File: src/rtl/rom_stats_scanner.sv
`default_nettype none
// ============================================================================
// Module   : rom_stats_scanner
// Function : Scans a registered-read ROM and reports the sum, max, min,
//            average and remainder of its entries. The optional pass counter
//            is enabled with `define STATS_THRESH_EN.
// Revision : 1.0
// ============================================================================
module rom_stats_scanner #(
   parameter int N_ENTRIES = 11,
   parameter int DW        = 8,
   parameter int AW        = 8,
   parameter int SUM_W     = 12,
   parameter int THRESH    = 70
) (
   input  logic             clk,
   input  logic             rst,
   input  logic             start_i,
   output logic [AW-1:0]    rom_addr_o,
   input  logic [DW-1:0]    rom_data_i,
   output logic             busy_o,
   output logic             done_o,
   output logic [SUM_W-1:0] sum_o,
   output logic [DW-1:0]    max_val_o,
   output logic [DW-1:0]    min_val_o,
   output logic [DW-1:0]    avg_o,
   output logic [DW-1:0]    rem_o,
   output logic [AW:0]      pass_count_o
);

   localparam int CW  = AW + 1;
   localparam int RW  = AW + 2;
   localparam int DCW = $clog2(SUM_W + 1);

   localparam logic [AW-1:0]  C_LAST_ADDR = AW'(N_ENTRIES - 1);
   localparam logic [CW-1:0]  C_N_CNT     = CW'(N_ENTRIES);
   localparam logic [CW-1:0]  C_LAST_CAP  = CW'(N_ENTRIES - 1);
   localparam logic [RW-1:0]  C_DIVISOR   = RW'(N_ENTRIES);
   localparam logic [DCW-1:0] C_LAST_STEP = DCW'(SUM_W - 1);

   typedef enum logic [1:0] {
      S_IDLE = 2'd0,
      S_SCAN = 2'd1,
      S_DIV  = 2'd2,
      S_DONE = 2'd3
   } state_t;

   state_t           state_q;
   logic [CW-1:0]    iss_q;
   logic [CW-1:0]    cap_q;
   logic             vld_q;
   logic [SUM_W-1:0] sum_q;
   logic [DW-1:0]    max_q;
   logic [DW-1:0]    min_q;
   logic [SUM_W-1:0] sq_q;
   logic [AW:0]      rem_q;
   logic [DCW-1:0]   dcnt_q;

   logic [SUM_W-1:0] sum_d;
   logic [RW-1:0]    trial_d;
   logic             qbit_d;
   logic [AW:0]      rem_d;
   logic [SUM_W-1:0] quot_d;

   // sq_q starts as the dividend and fills with quotient bits from the LSB.
   assign sum_d   = sum_q + SUM_W'(rom_data_i);
   assign trial_d = {rem_q, sq_q[SUM_W-1]};
   assign qbit_d  = (trial_d >= C_DIVISOR);
   assign rem_d   = qbit_d ? (AW+1)'(trial_d - C_DIVISOR) : trial_d[AW:0];
   assign quot_d  = {sq_q[SUM_W-2:0], qbit_d};

   always_ff @(posedge clk or posedge rst) begin
      if (rst) begin
         state_q    <= S_IDLE;
         iss_q      <= '0;
         cap_q      <= '0;
         vld_q      <= 1'b0;
         sum_q      <= '0;
         max_q      <= '0;
         min_q      <= '1;
         sq_q       <= '0;
         rem_q      <= '0;
         dcnt_q     <= '0;
         rom_addr_o <= '0;
         busy_o     <= 1'b0;
         done_o     <= 1'b0;
         sum_o      <= '0;
         max_val_o  <= '0;
         min_val_o  <= '1;
         avg_o      <= '0;
         rem_o      <= '0;
      end else begin
         case (state_q)
            S_IDLE: begin
               if (start_i) begin
                  state_q    <= S_SCAN;
                  busy_o     <= 1'b1;
                  rom_addr_o <= '0;
                  iss_q      <= '0;
                  cap_q      <= '0;
                  vld_q      <= 1'b0;
                  sum_q      <= '0;
                  max_q      <= '0;
                  min_q      <= '1;
               end
            end
            S_SCAN: begin
               if (rom_addr_o != C_LAST_ADDR) begin
                  rom_addr_o <= rom_addr_o + 1'b1;
               end
               // vld_q marks the cycle in which the ROM presents a requested word.
               if (iss_q != C_N_CNT) begin
                  iss_q <= iss_q + 1'b1;
                  vld_q <= 1'b1;
               end else begin
                  vld_q <= 1'b0;
               end
               if (vld_q) begin
                  sum_q <= sum_d;
                  max_q <= (rom_data_i > max_q) ? rom_data_i : max_q;
                  min_q <= (rom_data_i < min_q) ? rom_data_i : min_q;
                  cap_q <= cap_q + 1'b1;
                  if (cap_q == C_LAST_CAP) begin
                     state_q <= S_DIV;
                     sq_q    <= sum_d;
                     rem_q   <= '0;
                     dcnt_q  <= '0;
                  end
               end
            end
            S_DIV: begin
               sq_q   <= quot_d;
               rem_q  <= rem_d;
               dcnt_q <= dcnt_q + 1'b1;
               if (dcnt_q == C_LAST_STEP) begin
                  state_q   <= S_DONE;
                  busy_o    <= 1'b0;
                  done_o    <= 1'b1;
                  sum_o     <= sum_q;
                  max_val_o <= max_q;
                  min_val_o <= min_q;
                  avg_o     <= quot_d[DW-1:0];
                  rem_o     <= rem_d[DW-1:0];
               end
            end
            S_DONE: begin
               done_o  <= 1'b0;
               state_q <= S_IDLE;
            end
            default: begin
               state_q <= S_IDLE;
            end
         endcase
      end
   end

`ifdef STATS_THRESH_EN
   logic [AW:0] pass_q;

   always_ff @(posedge clk or posedge rst) begin
      if (rst) begin
         pass_q       <= '0;
         pass_count_o <= '0;
      end else begin
         if (state_q == S_IDLE && start_i) begin
            pass_q <= '0;
         end else if (state_q == S_SCAN && vld_q && rom_data_i >= DW'(THRESH)) begin
            pass_q <= pass_q + 1'b1;
         end
         if (state_q == S_DIV && dcnt_q == C_LAST_STEP) begin
            pass_count_o <= pass_q;
         end
      end
   end
`else
   assign pass_count_o = '0;
`endif

endmodule
`default_nettype wire
File: config.mk
export PLATFORM = sky130hd
export DESIGN_NAME = rom_stats_scanner
export DESIGN_NICKNAME = d
export VERILOG_FILES = /design/src/rtl/rom_stats_scanner.sv
export SDC_FILE = /design/constraint.sdc
export NUM_CORES = 1
export LEC_CHECK = 0
export ABC_AREA = 1
export BUFFER_PORTS_ARGS = -buffer_cell sky130_fd_sc_hd__buf_2
export CAP_MARGIN = 20
export CORE_ASPECT_RATIO = 1.75
export CORE_UTILIZATION = 30
export CTS_BUF_LIST = sky130_fd_sc_hd__clkbuf_16
export CTS_CLUSTER_DIAMETER = 30
export DETAILED_ROUTE_END_ITERATION = 8
export PLACE_DENSITY = 0.44
export SETUP_SLACK_MARGIN = 0.2
export SLEW_MARGIN = 20
export SYNTH_ARGS = -nofsm -noshare
export SYNTH_HDL_FRONTEND = slang
export SYNTH_SLANG_ARGS = --single-unit
File: constraint.sdc
create_clock -name clk -period 4.3 [get_ports clk]
set_input_delay 0.215 -clock clk [delete_from_list [all_inputs] [get_ports clk]]
set_output_delay 0.215 -clock clk [all_outputs]
set_load 0.005 [all_outputs]
# --- Yosys cells after proc, flatten, opt, wreduce, memory -nomap -nowiden ---
# Cells that the tools add are included.
word_totals:
  elab_cells: 99
  reg_bits: 128
  out_inout_bits: 63
  inputBits: 11
op_classes:
  order_cmp: 3
  eq_ne: 15
  muxes: 41
  reduce_logical: 16
  addsub: 6
ops:
  columns: ["cell", "count"]
  rows:
  - ["2-to-1 mux 8 bit", 7]
  - ["2-to-1 mux 9 bit", 6]
  - ["one-hot mux 9 bit (2 select lines)", 3]
  - ["2-to-1 mux 12 bit", 4]
  - ["one-hot mux 12 bit (2 select lines)", 2]
  - ["one-hot mux 8 bit (2 select lines)", 3]
  - ["adder 9 x 1 -> 9 bit (second input constant)", 2]
  - ["inequality test 2 bit (second input constant)", 8]
  - ["AND reduction 3 bit", 5]
  - ["adder 12 x 8 -> 12 bit", 1]
  - ["AND reduction 4 bit", 3]
  - [">= comparator 10 x 4 -> 1 bit (second input constant)", 1]
  - ["== test 9 x 4 -> 1 bit (second input constant)", 1]
  - ["inequality test 9 x 4 -> 1 bit (second input constant)", 1]
  - ["subtractor 9 x 4 -> 9 bit (second input constant)", 1]
  - ["adder 8 x 1 -> 8 bit (second input constant)", 1]
  - ["> comparator 8 bit", 1]
  - ["< comparator 8 bit", 1]
  - ["2-to-1 mux 2 bit", 4]
  - ["2-to-1 mux 4 bit", 2]
  - ["inequality test 8 x 4 -> 1 bit (second input constant)", 1]
  - ["one-hot mux 2 bit (4 select lines)", 1]
  - ["one-hot mux 4 bit (2 select lines)", 1]
  - ["nonzero test 2 bit", 4]
  - ["8 further kinds", 17]

# --- Logic depth before layout (Yosys ltp) ---
# Gate-level depths: netlist of the first run.
logic_depth:
  depth_word: 4
  depth_mapped: 12
  depth_no_buf: 11

# --- Worst setup path before layout of the first run ---
# No wires, ideal clock.
synth_timing:
  path_type: "reg2reg"
  start: "register sum_q[0]"
  end: "register sq_q[4]"
  path_stages_with_launch: 9
  path_slack_ns: 2.632
  arrival_time_ns: 1.542
  setup_time_ns: 0.126
  required_ns: 4.174
  path_cell_list: "dfrtp_1 ha_1 fa_1 nand3_1 nand3_1 xnor2_1 o21ai_0 nand2_1 o21ai_0"
synth_via:
  elab_chain_cells: 4
synth_rtl:
  columns: ["item", "line_no", "rtl"]
  rows:
  - ["start, declared", "52", "logic [SUM_W-1:0] sum_q;"]
  - ["start signal, assigned", "119", "sum_q <= sum_d;"]
  - ["adder 12 x 8 -> 12 bit", "66", "assign sum_d = sum_q + SUM_W'(rom_data_i);"]
  - ["2-to-1 mux 12 bit", "123", "if (cap_q == C_LAST_CAP) begin"]
  - ["2-to-1 mux 12 bit", "118", "if (vld_q) begin"]
  - ["one-hot mux 12 bit (2 select lines)", "93", "case (state_q)"]
  - ["end signal, assigned", "125", "sq_q <= sum_d;"]
  - ["end signal, assigned", "132", "sq_q <= quot_d;"]
  - ["end, declared", "55", "logic [SUM_W-1:0] sq_q;"]
# Every way passes these cells. The select of a mux whose other input is x is not followed.
# A chain may end at the register's enable or synchronous reset.

# --- Worst setup path in the final report of the first run ---
layout_timing:
  start: "register state_q[0]"
  end: "register sum_o[8]"
layout_via:
  elab_chain_cells: 2
layout_rtl:
  columns: ["item", "line_no", "rtl"]
  rows:
  - ["start, declared", "48", "state_t state_q;"]
  - ["start signal, assigned", "74", "state_q <= S_IDLE;"]
  - ["start signal, assigned", "96", "state_q <= S_SCAN;"]
  - ["start signal, assigned", "124", "state_q <= S_DIV;"]
  - ["== test 2 bit", "93", null]
  - ["AND reduction 2 bit (no line)", null, null]
  - ["end signal, assigned", "139", "sum_o <= sum_q;"]
  - ["end, declared", "23", "output logic [SUM_W-1:0] sum_o,"]
# Every way passes these cells.

==> summary by stage, run 1 <==
Routing
The detailed-route vias per instance is 4.51. In the final routed layout, each cell accounts on average for 14.1 um. The detailed router finished its first iteration with 204 violations. The antenna violation net count after detailed routing is 0. The number of detailed-routing iterations run before antenna repair is 4. The count of vias placed by the detailed router is 5611. For this run, design rule violations remaining after detail routing come to 0. The wire length reported by the detailed router is 17.6 mm.

Floorplanning
Row generation in the floorplan step produced 73 rows. The overall die height is 202 um. The core box area is 22700 um^2.

The overall die width is 116 um. The initial utilization of the core area, before any placement, comes to 30.4%. The floorplan step defined a die boundary enclosing 23600 um^2.

The top-level port count is 74.

Placed design
The final weighted congestion in routability-driven placement is 0.803. Once placement finished, the instance area stood at 7440 um^2. The number of placed cells counting well taps is 1211. The wire-length estimate of the detail-placed layout is 12.6 mm.

The pre-CTS worst setup slack is 1710 ps. Port buffering added 64 buffers.

STA
The accumulated negative setup slack is 0 ps. In this run the tightest slew margin relative to its limit is 37.5%. The final worst slack is 1730 ps. The final-report max-slew violation count is 0. The worst path in the final design needs a cycle of 2570 ps, including I/O delays and setup. Of the available clock period, the critical path in the final layout requires 59.8%.

The worst-case hold slack is -49.5 ps. The clock arrives with 13.3 ps of skew. The transition time at the pin with the least slew margin is 938 ps.

The count of final hold-check violations was 8. Setup repair after global routing left no endpoint under its margin. Setup violations remaining at the end of the flow were counted as 0. The maximum clock frequency is 389 MHz.

Final layout
From synthesis to final layout, the design area changed by 16.2%. The post-layout instance count excluding filler cells is 1243. The number of antenna repair diodes is 0. For this run, the post-layout net count is 977. The post-layout utilization of the core is 35.3%. The count of filler cells inserted in the layout is 2517. The area of all placed cells without fillers is 8000 um^2.

The ratio of cells with drive above 1 in the final layout is 14.8%.

Power
Of the total power, the clock network draws 27.3%. Combinational cells account for 39.8% of the total power. The proportion of power drawn by flip-flops and latches is 32.9%. The completed layout was analyzed and its total power is 5.04 mW. The total net switching power is 2.11 mW. The power per cell area is 630 nW/um^2. The worst vdd rail ir drop is 0.228 mV.

The internal power of the cells totals 2.93 mW. The analysis attributes to cell leakage a power of 4.11 nW. The net switching share of the total power is 41.8%.

Synthesis
The main combinational cell family by area after synthesis is simple AND/OR/NAND/NOR gates. The cell area that synthesis handed to floorplanning was 6880 um^2. The share of synthesized area occupied by flip-flops and latches is 46.8%. During synthesis, Yosys emitted a total of 0 warnings.

After technology mapping, the gate count stands at 869. The synthesized netlist devotes 26.2% of its cell area to simple gates. The compound-cell area share of the yosys netlist is 9.36%. The per-instance average area after synthesis is 7.92 um^2. The unique cell type count in the Yosys netlist is 34. Summing the areas of all fa, ha and maj instances in the mapped netlist gives 6.65% of the synthesized area. The portion of synthesized area spent on multiplexers is 0%. After Yosys synthesis, XOR and XNOR cells account for 2.42% of the synthesized area.

The number of synthesized register bits is 128.

Clocking
The cell sitting at the root of the clock tree is a sky130_fd_sc_hd__clkbuf_16. The number of buffers between clock root and the deepest sink is 2. The clock slew at the register clock pins of the worst setup and hold paths is 60 ps. The number of sinks driven by the clock tree is 128. The post-CTS resize count is 0. The number of H-tree branching levels is 4. TritonCTS built the clock tree. The count of buffers added by post-CTS timing repair for setup is 0. The number of clock buffers inserted by TritonCTS is 17. The post-cts hold buffer count is 0.

The later pin in the worst-skew pair is clocked with a latency of 430 ps.

Outcome
The checks that failed: hold timing. The flow ran to the end, but the final reports show violations.

Global routing
The first global-routing pass estimated 29.4 mm of wire. The total overflow left after global routing is 0. The via count of the first global-routing pass was 5698.

For this run, the total global-route usage over all layers was measured as 16.4%. Entering global routing, the biggest net connects 100 pins. The number of antenna violations at the first check in global routing is 0.

Worst setup path
At the worst endpoint, the arrival time is 2840 ps. The startpoint identified for the worst register-to-register timing path is state_q[0]. For the worst flop-to-flop path, the logic depth is 8. The critical path in this run is classified as reg2reg. The biggest fanout along the worst timing path is 79. The endpoint of the worst-slack reg-to-reg timing path is sum_o[8]. The required time of the critical path is 4570 ps. For flop-to-flop paths, the worst setup slack is 1730 ps. The worst setup path is launched from a flop. STA classifies the critical path endpoint as a flop.

Flow run
Across the run, the number of max-cap violations was 0.

Min path
The path class of the tightest hold or removal check is in2async.
[cells by family (layout without fill, tap and decap cells)]
| family | count (synthesis) | in the layout |
|---|---|---|
| buf+inv | 135 | 201 |
| fa+ha+maj | 36 | 36 |
| compound gates | 123 | 123 |
| other cells | 1 | 9 |
| simple gates | 427 | 427 |
| flops | 128 | 128 |
| xor+xnor | 19 | 19 |
[metal layers]
layer  track usage, %  routed length (um)  vias to the layer above
li1                 -                   -                     2891
met1             19.4                7670                     2615
met2             28.3                9070                       83
met3             3.39                 466                       22
met4             6.68                 385                        0
met5                0                   0                        -
[registers in the layout, indices dropped and copies added, names as in the netlist]
signal and cells:
min_val_o 8, done_o 1, avg_o 8, sum_q 12, rem_q 9, sum_o 12, rem_o 8, max_q 8
iss_q 9, busy_o 1, max_val_o 8, sq_q 12, rom_addr_o 8, min_q 8, state_q 2, cap_q 9
vld_q 1, dcnt_q 4
[final cells by class]
type | count | area (um^2) | area share (%)
sequential | 128 | 3220 | 40.3
multi-input combinational | 614 | 3110 | 38.9
clock buffer | 17 | 425 | 5.32
inverter | 101 | 384 | 4.80
tap | 300 | 375 | 4.69
timing repair buffer | 68 | 350 | 4.38
clock inverter | 15 | 130 | 1.63
[cell usage in the layout (no fill, tap or decap)]
master | Yosys | layout
sky130_fd_sc_hd__ha_1 | 35 | 35
sky130_fd_sc_hd__bufinv_16 | 0 | 2
sky130_fd_sc_hd__nor2_2 | 2 | 2
sky130_fd_sc_hd__nand4_1 | 12 | 12
sky130_fd_sc_hd__o21ai_1 | 12 | 12
sky130_fd_sc_hd__clkinv_4 | 0 | 2
sky130_fd_sc_hd__conb_1 | 1 | 9
sky130_fd_sc_hd__nand3_2 | 2 | 2
sky130_fd_sc_hd__or2_2 | 10 | 10
sky130_fd_sc_hd__o22ai_1 | 4 | 4
sky130_fd_sc_hd__nand2_1 | 267 | 267
sky130_fd_sc_hd__clkinv_1 | 0 | 3
sky130_fd_sc_hd__xor2_1 | 15 | 15
sky130_fd_sc_hd__clkinv_2 | 0 | 3
sky130_fd_sc_hd__inv_2 | 6 | 6
sky130_fd_sc_hd__inv_6 | 0 | 1
sky130_fd_sc_hd__nor3_1 | 11 | 11
sky130_fd_sc_hd__nand3_1 | 67 | 67
sky130_fd_sc_hd__clkinvlp_4 | 0 | 2
sky130_fd_sc_hd__clkbuf_16 | 0 | 17
sky130_fd_sc_hd__a22oi_1 | 1 | 1
sky130_fd_sc_hd__a21oi_1 | 14 | 14
sky130_fd_sc_hd__o21ai_0 | 85 | 85
sky130_fd_sc_hd__o21ai_2 | 1 | 1
sky130_fd_sc_hd__dfstp_2 | 16 | 16
sky130_fd_sc_hd__inv_1 | 95 | 97
sky130_fd_sc_hd__xnor2_1 | 4 | 4
sky130_fd_sc_hd__buf_4 | 13 | 4
sky130_fd_sc_hd__buf_2 | 8 | 64
sky130_fd_sc_hd__a2bb2oi_1 | 1 | 1
sky130_fd_sc_hd__a21o_1 | 1 | 1
sky130_fd_sc_hd__nor2_4 | 3 | 3
sky130_fd_sc_hd__fa_1 | 1 | 1
sky130_fd_sc_hd__nor2_1 | 49 | 49
sky130_fd_sc_hd__o21bai_1 | 3 | 3
sky130_fd_sc_hd__nand2_2 | 4 | 4
sky130_fd_sc_hd__dfrtp_1 | 112 | 112
sky130_fd_sc_hd__a21oi_2 | 1 | 1
[worst max-delay path, stage by stage (launching register included)]
cell,delay (ps)
sky130_fd_sc_hd__dfrtp_1,410
sky130_fd_sc_hd__inv_1,110
sky130_fd_sc_hd__ha_1,460
sky130_fd_sc_hd__inv_2,250
sky130_fd_sc_hd__nor2_2,540
sky130_fd_sc_hd__inv_2,40
sky130_fd_sc_hd__buf_4,350
sky130_fd_sc_hd__nand2_1,130
sky130_fd_sc_hd__o21ai_0,90
[cell usage after synthesis, drive strengths merged]
cell type | n | area share, %
a2bb2oi | 1 | 0.13
xnor2 | 4 | 0.51
buf | 24 | 2.4
dfrtp | 112 | 41
nor3 | 11 | 0.80
clkbuf | 10 | 0.55
fa | 1 | 0.29
o21bai | 3 | 0.33
nand4 | 12 | 1.1
xor2 | 15 | 1.9
a21o | 1 | 0.11
inv | 101 | 5.5
nand3 | 69 | 5.2
a21oi | 15 | 1.1
nand2 | 271 | 15
nor2 | 54 | 3.3
or2 | 10 | 0.91
a22oi | 1 | 0.11
dfstp | 16 | 6.1
o22ai | 4 | 0.36
o21ai | 98 | 7.2
conb | 1 | 0.054
ha | 35 | 6.4
[power groups by stage]
stage                     registers [mW]  logic (mW)  clock network [mW]
final                               1.66        2.00                1.38
after global routing                1.69        2.32                1.47
after CTS                           1.66        2.05                1.43
after detailed placement            1.68        2.04                   0
after global placement              1.67        2.03                   0
after floorplan                     1.63        1.57                   0
[worst max-delay path by stage]
stage	startpoint	endpoint	slack, ps	cells past startpoint
3_3_place_gp	state_q[0]	max_val_o[5]	1750	8
3_5_place_dp	state_q[0]	avg_o[2]	1710	8
2_1_floorplan	rst	avg_o[0]	700	1
5_1_grt	state_q[0]	max_val_o[4]	1460	8
4_1_cts	state_q[0]	sum_o[2]	1710	8
6_report	state_q[0]	sum_o[8]	1730	8
Power figures use the tool's default switching activity.
==> run 2: changes to the inputs <==
- ABC_AREA: 1 -> 0
- clock period: 4.3 -> 2.6 ns (I/O delays scaled with it)
==> run 2 against run 1 <==
The run now ends clean. Final cell count is 16% lower. First-iteration DRC count decreased by 36%. Sequential share of layout area shrank 0.12 points. Non-clock buffer count up 19. Hold slack better by 80 ps. Clock-buffer cell count stayed put. Sequential cell count unchanged. Core utilization is 2.0 points higher. Register-to-register slack got worse by 1400 ps. Area after synthesis shrank 4.3%. Die area is 4.3% lower. Maximum frequency increased by 15%. Highest routed layer unchanged.
==> summary by stage, run 2 <==
Clocking
TritonCTS built the clock tree. The clock slew at the register clock pins of the worst setup and hold paths is 60 ps (about the same). The CTS root buffer is sky130_fd_sc_hd__clkbuf_16. The count of buffers added by post-CTS timing repair for setup came to 0 (unchanged).

The number of clock buffers inserted by TritonCTS is 17 (unchanged). The later-pin clock latency in the skew report is 420 ps (about the same). The number of buffers between clock root and the deepest sink came to 2 (unchanged).

The number of H-tree branching levels was 4 (unchanged). The number of sinks driven by the clock tree is 128 (unchanged).

STA
The final setup skew is 9.29 ps (-4.01 ps). The transition time at the pin with the least slew margin is 715 ps (-223 ps). The relative max-transition margin came to 52.2% (+15 points). The post-route fraction of the period consumed by the critical path is 85.8% (+26 points). The shortest period the worst path allows is 2230 ps (-341 ps). The maximum clock frequency came to 448 MHz (+15%). The accumulated negative setup slack is 0 ps (unchanged). Setup repair after global routing left no endpoint under its margin. The number of setup violations in the final report is 0 (unchanged).

The count of final hold-check violations came to 0 (-8). The worst-case hold slack is 30.4 ps (+79.9 ps). The final-report max-slew violation count was 0 (unchanged).

Worst setup path
The required time of the critical path is 2920 ps (-1650 ps). The worst setup path is captured at a flop. The startpoint class of the critical path is a flop.

The kind of critical path is reg2reg. The arrival time reported for the critical path endpoint came to 2550 ps (-290 ps). The biggest fanout along the worst timing path is 14 (-82%).

Floorplanning
The overall die width is 114 um (-2.2%). The top-level port count came to 74 (unchanged). The standard-cell row count is 71 (-2.7%).

The overall die height is 198 um (-2.2%). The die outline area came to 22600 um^2 (-4.3%). The core box area came to 21500 um^2 (-5.1%).

The starting density of the core is 30.6% (+0.24 points).

Final layout
The ratio of cells with drive above 1 in the final layout is 22.6% (+7.7 points). Compared with the post-synthesis result, the final layout area differs by 21.8%. The area of the multi-input gates is 3140 um^2 (+0.89%). The library cell used most frequently in the layout, excluding fill and tap cells, is sky130_fd_sc_hd__dfrtp_1. In the final layout, the registers with the most flip-flops are sq_q (12), sum_o (12), sum_q (12). The net count of the finished layout was 783 (-20%). The post-layout instance count excluding filler cells is 1041 (-16%).

The number of antenna repair diodes is 0 (unchanged). The count of filler cells inserted in the layout came to 2208 (-12%). Leaving out fill and tap cells, the most frequent cells in the layout are 112 x sky130_fd_sc_hd__dfrtp_1, 84 x sky130_fd_sc_hd__nand2_1, 65 x sky130_fd_sc_hd__o21ai_0, 64 x sky130_fd_sc_hd__buf_2, 50 x sky130_fd_sc_hd__nor2_1. The post-layout utilization of the core is 37.3% (+2.0 points).

The area of all placed cells without fillers is 8020 um^2 (+0.30%). The area taken by flip-flops and latches is 3220 um^2 (unchanged).

Power
The share of power burned in combinational logic is 21.4% (-18 points). The power share of the clock group is 40.9% (+14 points). The net switching share of the total power is 29.2% (-13 points). The total net switching power is 1.89 mW (-10%). The total internal power was 4.57 mW (+56%).

The worst vdd rail ir drop is 0.427 mV (+88%). The proportion of power drawn by flip-flops and latches is 37.8% (+4.9 points). The static power due to leakage is 3.96 nW (-3.5%). The power per cell area came to 806 nW/um^2 (+28%).

Synthesis
Counting instances in the post-synthesis netlist gives the leading cell types as 112 x sky130_fd_sc_hd__dfrtp_1, 84 x sky130_fd_sc_hd__nand2_1, 65 x sky130_fd_sc_hd__o21ai_0, 50 x sky130_fd_sc_hd__nor2_1, 35 x sky130_fd_sc_hd__ha_1. The biggest area contributor in the post-synthesis netlist is sky130_fd_sc_hd__dfrtp_1. The dominant synthesized flop cell is sky130_fd_sc_hd__dfrtp_1. The share of synthesized area occupied by flip-flops and latches is 49.0% (+2.1 points). The most common cell in the netlist is sky130_fd_sc_hd__dfrtp_1. The unique cell type count in the Yosys netlist is 60 (+76%).

The number of enable-type register cells in the synthesized netlist was 0 (unchanged). The share of async-settable or async-resettable flops after synthesis came to 100% (unchanged). By area the synthesized netlist is led by sky130_fd_sc_hd__dfrtp_1 43%, sky130_fd_sc_hd__ha_1 6.7%, sky130_fd_sc_hd__dfstp_2 6.4%. The per-instance average area after synthesis is 10.1 um^2 (+27%). The synthesized netlist cell count was 653 (-25%). The number of synthesized register bits was 128 (unchanged). The synthesis warning total is 0 (unchanged). The netlist area before placement came to 6580 um^2 (-4.3%). The share of the synthesized area in the top cell type is 42.6% (+1.9 points).

Routing
The number of detailed-routing iterations run before antenna repair is 4 (unchanged). The count of routing violations after the opening detailed-route iteration came to 131 (-36%). The number of remaining DRC errors came to 0 (unchanged). The wire length reported by the detailed router is 17.1 mm (-2.9%).

The count of vias placed by the detailed router is 5032 (-10%). The average detailed-routed wire length per instance came to 16.4 um (+16%). The detailed-route vias per instance came to 4.83 (+7.1%). The antenna violation net count after detailed routing is 0 (unchanged).

Outcome
The flow ran to the end, and the final reports show no timing, DRC or antenna violations.

Global routing
The first-pass GRT wire length is 28.0 mm (-4.8%). The global-route congestion overflow total was 0 (unchanged). The maximum number of pins on one net before global-route repair is 63 (-37%). The number of antenna violations at the first check in global routing is 0 (unchanged). The via count of the first global-routing pass came to 5217 (-8.4%). The overall global routing resource usage was 16.3% (-0.098 points).

Flow run
The max-capacitance violation count is 0 (unchanged).

Placed design
The cell area after placement is 7350 um^2 (-1.2%). The number of placed cells counting well taps is 1008 (-17%). The detailed placer's ending HPWL is 12.8 mm (+1.6%). The final weighted congestion in routability-driven placement is 0.899 (+12%). The number of input and output port buffers inserted came to 64 (unchanged).

Min path
The min-delay analysis places its worst path in the category in2reg.
==> run 2: changes by cell type after synthesis, sizes merged, moves of 22 or more <==
cell / change
nand2: -187
nand3: -58
o21ai: -23
mux2i: +25
inv: -72
mux2: +22
==> run 2: final timing paths <==
path | from | endpoint | slack (ps) | cells past startpoint
setup / recovery | state_q[1] | dcnt_q[3] | 370 | 9
hold / removal | rom_data_i[7] | max_q[7] | 30 | 3
setup reg to reg | state_q[1] | dcnt_q[3] | 370 | 9
hold reg to reg | max_val_o[1] | max_val_o[1] | 470 | 2
max in group asynchronous | rst | min_val_o[0] | 1510 | 4
min in group asynchronous | rst | rem_o[4] | 370 | 3
==> run 2: cells by family (layout without fill, tap and decap cells) <==
kind of cell / after synthesis / in the layout / share of synthesized area [%]
other cells: 1 / 9 / 0.0570
mux: 47 / 47 / 7.62
compound gates: 150 / 150 / 14.1
xor+xnor: 24 / 24 / 3.19
buf+inv: 60 / 148 / 4.05
simple gates: 207 / 207 / 15.1
fa+ha+maj: 36 / 36 / 6.96
flops: 128 / 128 / 49.0
==> run 2: repair_timing <==
action / 4_1_cts / 5_1_grt
hold buffers: 1 / 0
setup endpoints to repair: 0 / 14
resized for setup: 0 / 3
hold endpoints to repair: 26 / 0
==> run 2: worst max-delay path: stages (launching register included) <==
cell and delay, ps:
sky130_fd_sc_hd__dfrtp_1 420, sky130_fd_sc_hd__inv_1 120, sky130_fd_sc_hd__ha_1 220, sky130_fd_sc_hd__buf_4 220
sky130_fd_sc_hd__inv_1 110, sky130_fd_sc_hd__a41o_2 340, sky130_fd_sc_hd__o21ai_2 190, sky130_fd_sc_hd__buf_4 290
sky130_fd_sc_hd__o21ai_0 110, sky130_fd_sc_hd__o31ai_1 80
==> run 2: per-stage QoR <==
step / worst slack, ps / power (mW)
global placement: 390 / 3.83
floorplan: 577 / 3.40
finish: 369 / 6.46
global route: 205 / 6.83
detailed placement: 317 / 3.86
CTS: 295 / 6.55
==> run 2: final cells by class <==
class,count,area share (%)
Clock buffer,17,5.30
Clock inverter,15,2.81
Inverter,29,1.40
Multi-Input combinational cell,473,39.1
Sequential cell,128,40.2
Tap cell,292,4.56
Timing Repair Buffer,87,6.65
==> run 2: power groups by stage <==
stage	Combinational, mW	Clock (mW)	Sequential [mW]
global route	1.56	2.79	2.47
CTS	1.38	2.72	2.45
finish	1.38	2.64	2.44
detailed placement	1.38	0	2.48
global placement	1.35	0	2.48
floorplan	0.993	0	2.41
==> run 2: metal layers <==
layer  track usage [%]  part of all wire, %  vias to the layer above
met2              30.2                   55                       77
met1              17.5                   41                     2484
met4              7.46                  2.2                        0
li1                  -                    -                     2452
met5                 0                    0                        -
met3              3.31                  2.7                       19
